--- config.mk ---
export PLATFORM = sky130hd
export DESIGN_NAME = branch_target_predictor
export DESIGN_NICKNAME = d
export VERILOG_FILES = /design/src/rtl/branch_target_predictor.sv
export SDC_FILE = /design/constraint.sdc
export NUM_CORES = 1
export LEC_CHECK = 0
export ABC_AREA = 0
export CAP_MARGIN = 20
export CORE_ASPECT_RATIO = 1.25
export CORE_MARGIN = 3
export CORE_UTILIZATION = 55
export CTS_CLUSTER_SIZE = 10
export DETAILED_ROUTE_END_ITERATION = 10
export PLACE_DENSITY = 0.74
export SYNTH_ARGS = -nofsm -noshare
export SYNTH_HDL_FRONTEND = slang
export SYNTH_SLANG_ARGS = --single-unit
--- constraint.sdc ---
create_clock -name clk -period 5.5 [get_ports clk]
set_clock_uncertainty 0.2 [all_clocks]
set_input_delay 0.825 -clock clk [delete_from_list [all_inputs] [get_ports clk]]
set_output_delay 0.825 -clock clk [all_outputs]
set_load 0.005 [all_outputs]
--- src/rtl/branch_target_predictor.sv ---
// Direct-mapped branch target predictor with per-entry saturating counters.
// After reset the table's valid bits are swept clear one entry per cycle (INIT).
// Only then are lookups and updates served (RUN).

// One table entry. It holds its own state and applies the update rule when selected.
module btp_entry #(
  parameter int ADDR_W = 32,
  parameter int TAG_W  = 8,
  parameter int CTR_W  = 2
) (
  input  logic              clk,
  input  logic              clr,
  input  logic              upd,
  input  logic              up_taken,
  input  logic [TAG_W-1:0]  up_tag,
  input  logic [ADDR_W-1:0] up_target,
  output logic              valid,
  output logic [TAG_W-1:0]  tag,
  output logic [CTR_W-1:0]  ctr,
  output logic [ADDR_W-1:0] target
);
  localparam logic [CTR_W-1:0] CTR_MAX  = '1;
  localparam logic [CTR_W-1:0] CTR_WEAK = CTR_W'(1) << (CTR_W - 1);

  logic upd_hit;
  assign upd_hit = valid && (tag == up_tag);

  // Clear during INIT, train on a hit, allocate on a taken miss.
  // Tag, counter and target are never reset. The valid bit gates them.
  always_ff @(posedge clk) begin
    if (clr) begin
      valid <= 1'b0;
    end else if (upd) begin
      if (upd_hit) begin
        if (up_taken) begin
          if (ctr != CTR_MAX) ctr <= ctr + CTR_W'(1);
          target <= up_target;
        end else if (ctr != '0) begin
          ctr <= ctr - CTR_W'(1);
        end
      end else if (up_taken) begin
        valid  <= 1'b1;
        tag    <= up_tag;
        ctr    <= CTR_WEAK;
        target <= up_target;
      end
    end
  end
endmodule

module branch_target_predictor #(
  parameter int ADDR_W = 32,
  parameter int IDX_W  = 4,
  parameter int TAG_W  = 8,
  parameter int CTR_W  = 2
) (
  input  logic              clk,
  input  logic              reset,
  input  logic [ADDR_W-1:0] lk_pc,
  output logic              pred_hit,
  output logic              pred_taken,
  output logic [ADDR_W-1:0] pred_target,
  input  logic              up_valid,
  input  logic [ADDR_W-1:0] up_pc,
  input  logic [ADDR_W-1:0] up_target,
  input  logic              up_taken,
  input  logic              up_pred_taken,
  output logic              busy,
  output logic [15:0]       stat_updates,
  output logic [15:0]       stat_mispredicts
);
  localparam int DEPTH = 2 ** IDX_W;

  typedef enum logic {INIT, RUN} state_t;

  state_t            state, state_nx;
  logic [IDX_W-1:0]  init_idx, idx_nx;

  logic [DEPTH-1:0]             e_valid;
  logic [DEPTH-1:0][TAG_W-1:0]  e_tag;
  logic [DEPTH-1:0][CTR_W-1:0]  e_ctr;
  logic [DEPTH-1:0][ADDR_W-1:0] e_target;

  logic [IDX_W-1:0] lk_idx, up_idx;
  logic [TAG_W-1:0] lk_tag, up_tag;
  logic             up_accept;
  logic             unused_bits;

  assign lk_idx = lk_pc[IDX_W+1:2];
  assign lk_tag = lk_pc[IDX_W+TAG_W+1:IDX_W+2];
  assign up_idx = up_pc[IDX_W+1:2];
  assign up_tag = up_pc[IDX_W+TAG_W+1:IDX_W+2];

  // Low PC bits and any bits above the tag do not take part in indexing.
  assign unused_bits = ^{lk_pc, up_pc, e_ctr};

  // Reset also forces busy, so no lookup hits and no update lands while reset is held.
  assign busy      = reset || (state == INIT);
  assign up_accept = up_valid && !busy;

  // State register and sweep pointer.
  always_ff @(posedge clk) begin
    if (reset) begin
      state    <= INIT;
      init_idx <= '0;
    end else begin
      state    <= state_nx;
      init_idx <= idx_nx;
    end
  end

  // The sweep visits entries 0..DEPTH-1 and then hands over to RUN.
  always_comb begin
    state_nx = state;
    idx_nx   = init_idx;
    case (state)
      INIT: begin
        idx_nx = init_idx + IDX_W'(1);
        if (init_idx == IDX_W'(DEPTH - 1)) state_nx = RUN;
      end
      default: ;
    endcase
  end

  for (genvar i = 0; i < DEPTH; i++) begin : g_entry
    btp_entry #(.ADDR_W(ADDR_W), .TAG_W(TAG_W), .CTR_W(CTR_W)) u_entry (
      .clk       (clk),
      .clr       ((state == INIT) && (init_idx == IDX_W'(i))),
      .upd       (up_accept && (up_idx == IDX_W'(i))),
      .up_taken  (up_taken),
      .up_tag    (up_tag),
      .up_target (up_target),
      .valid     (e_valid[i]),
      .tag       (e_tag[i]),
      .ctr       (e_ctr[i]),
      .target    (e_target[i])
    );
  end

  // Lookup reads the registered table. A same-cycle update is not visible until the next edge.
  always_comb begin
    pred_hit    = !busy && e_valid[lk_idx] && (e_tag[lk_idx] == lk_tag);
    pred_taken  = pred_hit && e_ctr[lk_idx][CTR_W-1];
    pred_target = pred_taken ? e_target[lk_idx] : '0;
  end

  // Event counters. Each saturates at all-ones.
  always_ff @(posedge clk) begin
    if (reset) begin
      stat_updates     <= '0;
      stat_mispredicts <= '0;
    end else if (up_accept) begin
      if (stat_updates != 16'hFFFF) stat_updates <= stat_updates + 16'd1;
      if ((up_taken != up_pred_taken) && (stat_mispredicts != 16'hFFFF))
        stat_mispredicts <= stat_mispredicts + 16'd1;
    end
  end
endmodule

# Word-level counts from Yosys, hierarchy flattened
# Cells that the tools add are included.
# W data, S select, Z words.
# totals
register_bits	725
latchBits	0
ram_bits	0
romBits	0
inputBits	101
output_inout_bits	67
n_memories	0
# op_classes
n_addsub	35
multipliers	0
n_div	0
magnitude_cmp	1
n_eq_ne	82
n_shift	0
n_mux	76
n_bitwise	33
n_reduce_logical	171
# ops
cell	count
$eq A8 B8 Y1	17
$mux W2	66
$bmux W32 S4	1
$reduce_and A3 Y1	32
$reduce_bool A2 Y1	48
$reduce_and A5 Y1	16
$eq A4 B4 Y1 const B	16
$mux W32	2
$reduce_and A4 Y1	16
$logic_and A1 B1 Y1	53
$ne A3 B3 Y1 const B	16
$not A1 Y1	33
$add A16 B1 Y16 const B	2
$add A2 B1 Y2 const B	16
$bmux W8 S4	1
$eq A4 B3 Y1 const B	8
$ne A16 B16 Y1 const B	2
$ne A2 B2 Y1 const B	16
$sub A2 B1 Y2 const B	16
$eq A4 B2 Y1 const B	4
$bmux W2 S4	1
$eq A4 B1 Y1 const B	2
$logic_not A4 Y1	2
$mux W8	1
8 further kinds	11

# Depth between registers and ports, before layout
# depth
depth_word	7
mapped_depth	11
mapped_depth_nobuf	7

# Hierarchy
# Synthesis repeated with hierarchy kept, for this count alone.
# unflattened
cells_unflattened	1788
area_unflattened_um2	31159.9
# modules_own_cells
module	instances	cells_each	area_each_um2
btp_entry	16	70	1455.1
branch_target_predictor	1	668	7877.6

# Least setup slack after synthesis
# No wires, ideal clock.
# synth_path
path_type	input port to flip-flop
from	input reset
to	register g_entry[15].u_entry.tag[0] (enable)
setup_time_ns	0.373
arrival_ns	3.632
required_ns	4.927
slack_ns	1.295
cell_stages	6
path_buffers	1
cell_sequence	and3b_1 > and3_1 > clkbuf_1 > nand2_1 > nor2b_1 > nor2b_1
# synth_via
elab_chain_len	5
# synth_lines
element	line_no	text
start: declaration	58	input logic reset,
$logic_or A1 B1 Y1	98	assign busy = reset || (state == INIT);
$logic_not A1 Y1	99	assign up_accept = up_valid && !busy;
$logic_and A1 B1 Y1	99	
$logic_and A1 B1 Y1	129	.upd (up_accept && (up_idx == IDX_W'(i))),
$reduce_and A4 Y1 (no source line)	-	
end signal: assignment	43	tag <= up_tag;
end: declaration	18	output logic [TAG_W-1:0] tag,
# No other way between the ends.
# A chain may end at the register's enable or synchronous reset.

# Final worst setup path
# layout_path
from	input lk_pc[3]
to	output pred_taken
# layout_via
elab_chain_len	5
elab_cells_between_ends	10
cone_classes	eq/ne (1); mux (6); reduce/logical (3)
# layout_lines
element	line_no	text
start: declaration	59	input logic [ADDR_W-1:0] lk_pc,
$bmux W8 S4 / $bmux W1 S4 (equally long branches)	142	pred_hit = !busy && e_valid[lk_idx] && (e_tag[lk_idx] == lk_tag);
$mux W8 (not written as such) / $mux W1 (equally long branches)	142	
$eq A8 B8 Y1 / $logic_and A1 B1 Y1 (equally long branches)	142	
$logic_and A1 B1 Y1	142	
$logic_and A1 B1 Y1 *	143	pred_taken = pred_hit && e_ctr[lk_idx][CTR_W-1];
end: declaration	61	output logic pred_taken,
# Mark *: on every way between the ends. The rest lies on a longest branch, timed or not. The select of a mux whose other input is x is not followed.

==> impl_summary.log <==
[metrics] outcome: finished clean
[metrics] data required time at the worst endpoint: 4.47 ns
[metrics] die extent in x: 218 um
[metrics] clock root cell: sky130_fd_sc_hd__clkbuf_16
[metrics] CP max-delay cell: sky130_fd_sc_hd__mux4_1
[metrics] area fraction of the dominant cell type after synthesis: 0.651
[metrics] worst-path maximum fanout: 34
[metrics] area overhead of the layout relative to synthesis: 14.5%
[metrics] clock tree from TritonCTS: yes
[metrics] cell area after placement: 0.0332 mm2
[metrics] Avg Inst Size Synth: 17.8 um2
[metrics] reg2reg path depth: 6
[metrics] count of flip-flops with a built-in enable after synthesis: 672
[metrics] proportion of synthesized flip-flops having asynchronous set or reset: 0
[metrics] cell internal pwr: 9.08 mW
[metrics] delay of the slowest cell on the worst path: 0.63 ns
[metrics] via count of the first global-routing pass: 17400
[metrics] total wire length: 73300 um
[metrics] via count: 16900
[metrics] most common cell after layout, fill and taps aside: sky130_fd_sc_hd__edfxtp_1
[metrics] Sw Share: 0.207
[metrics] max_cap viols: 0
[metrics] IO Port Bufs: 127
[metrics] slew of the pin with the lowest slew margin: 1.13 ns
[metrics] Post-Synthesis Net Count: 1852
[metrics] share of the clock period used by the worst path after layout: 0.936
[metrics] clock sink count: 725
[metrics] layout net count: 2023
[metrics] placer congestion estimate: 0.850
[metrics] residual overflow from global routing: 0
[metrics] number of setup violations in the final report: 0
[metrics] total negative slack: 0 ns
[metrics] crit end category: output pin
[metrics] Sequential Power Share: 0.528
[metrics] FP Rows: 96
[metrics] maximum resistive drop on vdd: 0.000258 V
[metrics] detailed-placement wirelength estimate: 43000 um
[metrics] DRT iter0 DRCs: 1516
[metrics] Clock H-tree levels: 3
[metrics] Worst Hold Launch: g_entry[8].u_entry.valid$_SDFFE_PP0P_
[metrics] Post-CTS Hold Buffers: 0
[metrics] Global Route Usage Sum: 0.251
[metrics] crit start category: input pin
[metrics] area of the core: 0.0554 mm2
[metrics] fraction of layout cells with a size suffix above 1: 0.201
[metrics] Die Footprint: 0.0593 mm2
[metrics] Clk network pwr share: 0.418
[metrics] effective utilization at floorplan: 0.560
[metrics] worst reg2reg endpoint: g_entry[4].u_entry.target[4]$_DFFE_PP_
[metrics] Gates resized, CTS repair: 0
[metrics] final number of max-transition violations: 0
[metrics] Seq/Total Area, Yosys: 0.685
[metrics] clock-pin slew reported for the worst setup and hold paths after clock tree synthesis: 0.06 ns
[metrics] post-CTS setup buffers: 0
[metrics] ys flop type: sky130_fd_sc_hd__edfxtp_1
[metrics] highest-count cells in the layout ignoring fill and taps: sky130_fd_sc_hd__edfxtp_1, sky130_fd_sc_hd__mux4_2, sky130_fd_sc_hd__xnor2_1
[metrics] insertion delay of the later-clocked pin in the worst-skew pair: 0.61 ns
[metrics] Yosys Warn Count: 0
[metrics] CP Cell Sequence: buf_4, mux4_1, mux4_2, xor2_1, a21oi_2, o2111ai_4, buf_4, nor4b_1, clkdlybuf4s50_1
[metrics] Critical Setup Path Class: in2out
[metrics] setup repair after global routing missed its margin: false
[metrics] antenna violations before repair: 4
[metrics] time the final worst path needs with I/O delays and setup: 5.15 ns
[metrics] top post-synthesis cells by area: sky130_fd_sc_hd__edfxtp_1, sky130_fd_sc_hd__mux4_2, sky130_fd_sc_hd__xnor2_1
[metrics] flop-to-flop setup slack: 2.03 ns
[metrics] first-pass GRT wire length: 110000 um
[metrics] synthesized instance count: 1745
[metrics] startpoint of the most critical register-to-register path: state$_SDFF_PP0_
[metrics] height of the die: 271 um
[metrics] worst slew slack as a fraction of its limit: 0.248
[metrics] arrival time of data at the critical path endpoint: 4.12 ns
[metrics] Peak Freq: 194 MHz
[metrics] class of the tightest hold or removal check: reg2reg
[metrics] maximum count of clock buffers along a single path: 3
[metrics] Sw Pwr: 2.37 mW
[metrics] total power of the final layout: 11.5 mW
[metrics] cell seen most often among critical-path stages: sky130_fd_sc_hd__buf_4
[metrics] number of DRC violations after detailed routing: 0
[metrics] Top-Level Pins: 168
[metrics] ANT nets after route: 0
[metrics] number of distinct library cells after synthesis: 54
[metrics] number of iterations in the first detailed-routing pass: 5
[metrics] endpoint with the worst hold slack: g_entry[8].u_entry.valid$_SDFFE_PP0P_
[metrics] per-cell routed wire length: 27.3 um
[metrics] Final Hold Vio Count: 0
[metrics] total power density per cell area: 323 mW/mm2
[metrics] cell accounting for the most synthesized area: sky130_fd_sc_hd__edfxtp_1
[metrics] post-route cell area: 0.0355 mm2
[metrics] post-synthesis register bit count: 725
[metrics] synthesized area: 0.0310 mm2
[metrics] Avg Vias per Cell: 6.29
[metrics] number of CTS-inserted buffers: 83
[metrics] reported leakage power: 11.1 nW
[metrics] largest net degree at the start of global routing: 129
[metrics] portion of total power attributed to combinational logic: 0.054
[metrics] number of cells on the worst hold path: 2
[how the worst max path moves through the flow]
| stage | start | endpoint | slack (ns) | cells after the start |
|---|---|---|---|---|
| 2_1_floorplan | reset | g_entry[15].u_entry.tag[0]$_DFFE_PP_ | 1.29 | 6 |
| 3_3_place_gp | lk_pc[3] | pred_taken | 0.44 | 9 |
| 3_5_place_dp | lk_pc[3] | pred_taken | 0.37 | 9 |
| 4_1_cts | lk_pc[3] | pred_taken | 0.36 | 9 |
| 5_1_grt | lk_pc[3] | pred_target[1] | 0.19 | 9 |
| 6_report | lk_pc[3] | pred_taken | 0.35 | 9 |
[metal layers]
| metal | global-route usage | wire length (um) |
|---|---|---|
| met1 | 0.327 | 27700 |
| met2 | 0.431 | 38200 |
| met4 | 0.0989 | 2640 |
| met5 | 0 | 46 |
| met3 | 0.0355 | 4720 |
[state kept, by name, indices dropped and copies added (netlist names)]
register / flops
g_entry.u_entry.target: 512
g_entry.u_entry.tag: 128
g_entry.u_entry.ctr: 32
g_entry.u_entry.valid: 16
stat_mispredicts: 16
stat_updates: 16
init_idx: 4
state: 1
[kinds of logic after synthesis]
| group | count (synthesis) | synth area share |
|---|---|---|
| adder cells (fa/ha/maj) | 6 | 0.00242 |
| XOR/XNOR | 194 | 0.0551 |
| flip-flops | 725 | 0.685 |
| buffers and inverters | 114 | 0.0180 |
| AND/OR/NAND/NOR | 396 | 0.0709 |
| AO/OA/AOI/OAI | 86 | 0.0178 |
| multiplexers | 224 | 0.151 |
[synth_stat cells, drive strengths merged (2+ instances only)]
| master | count |
|---|---|
| and2 | 5 |
| a21o | 9 |
| and3b | 3 |
| mux2 | 2 |
| and4 | 5 |
| a21oi | 36 |
| nor4b | 2 |
| mux4 | 192 |
| inv | 19 |
| nor2b | 17 |
| nand3b | 2 |
| nand4 | 37 |
| nor3b | 3 |
| clkbuf | 34 |
| buf | 61 |
| o21ai | 21 |
| and2b | 2 |
| or3 | 5 |
| nand2b | 5 |
| dfxtp | 53 |
| nor4 | 54 |
| ha | 6 |
| and3 | 12 |
| mux2i | 30 |
| nand4b | 2 |
| nor2 | 54 |
| a22oi | 8 |
| xnor2 | 167 |
| edfxtp | 672 |
| a41o | 3 |
| nand2 | 111 |
| nor3 | 24 |
| xor2 | 27 |
| nand3 | 50 |
[worst max-delay path: cells and delay by family]
family | cells | cell delay [ns]
AOI/OAI and AO/OA | 2 | 0.28
xor gates and xnor gates | 1 | 0.17
and+or+nand+nor | 1 | 0.35
buffers and inverters | 3 | 1.31
muxes | 2 | 1.11
[through the flow]
step	hold WS, ns	cells	worst slack (ns)	utilization
2_1_floorplan	0.231	1745	1.29	-
3_3_place_gp	0.254	2566	0.436	0.599
3_5_place_dp	0.255	2566	0.373	0.599
4_1_cts	0.265	2683	0.364	0.641
5_1_grt	0.289	2684	0.194	0.641
6_report	0.266	2684	0.353	0.641
[power groups by stage]
stage / logic [mW] / registers [mW] / clock network, mW
after floorplan: 0.404 / 6.16 / 0
after global placement: 0.610 / 6.16 / 0
after detailed placement: 0.621 / 6.16 / 0
after CTS: 0.625 / 6.05 / 4.87
after global routing: 0.665 / 6.05 / 5.07
final: 0.623 / 6.05 / 4.79
[final cells by class]
type	count	area, um2
flip-flops and latches	725	21200
repair buffers	181	1730
inverters	19	71.3
fillers	3758	19900
well taps	735	920
multi-input cells	906	9230
clock inverters	7	80.1
clock buffers	110	2210
diodes	1	2.50
No activity file was read; power rests on OpenSTA's default activity.
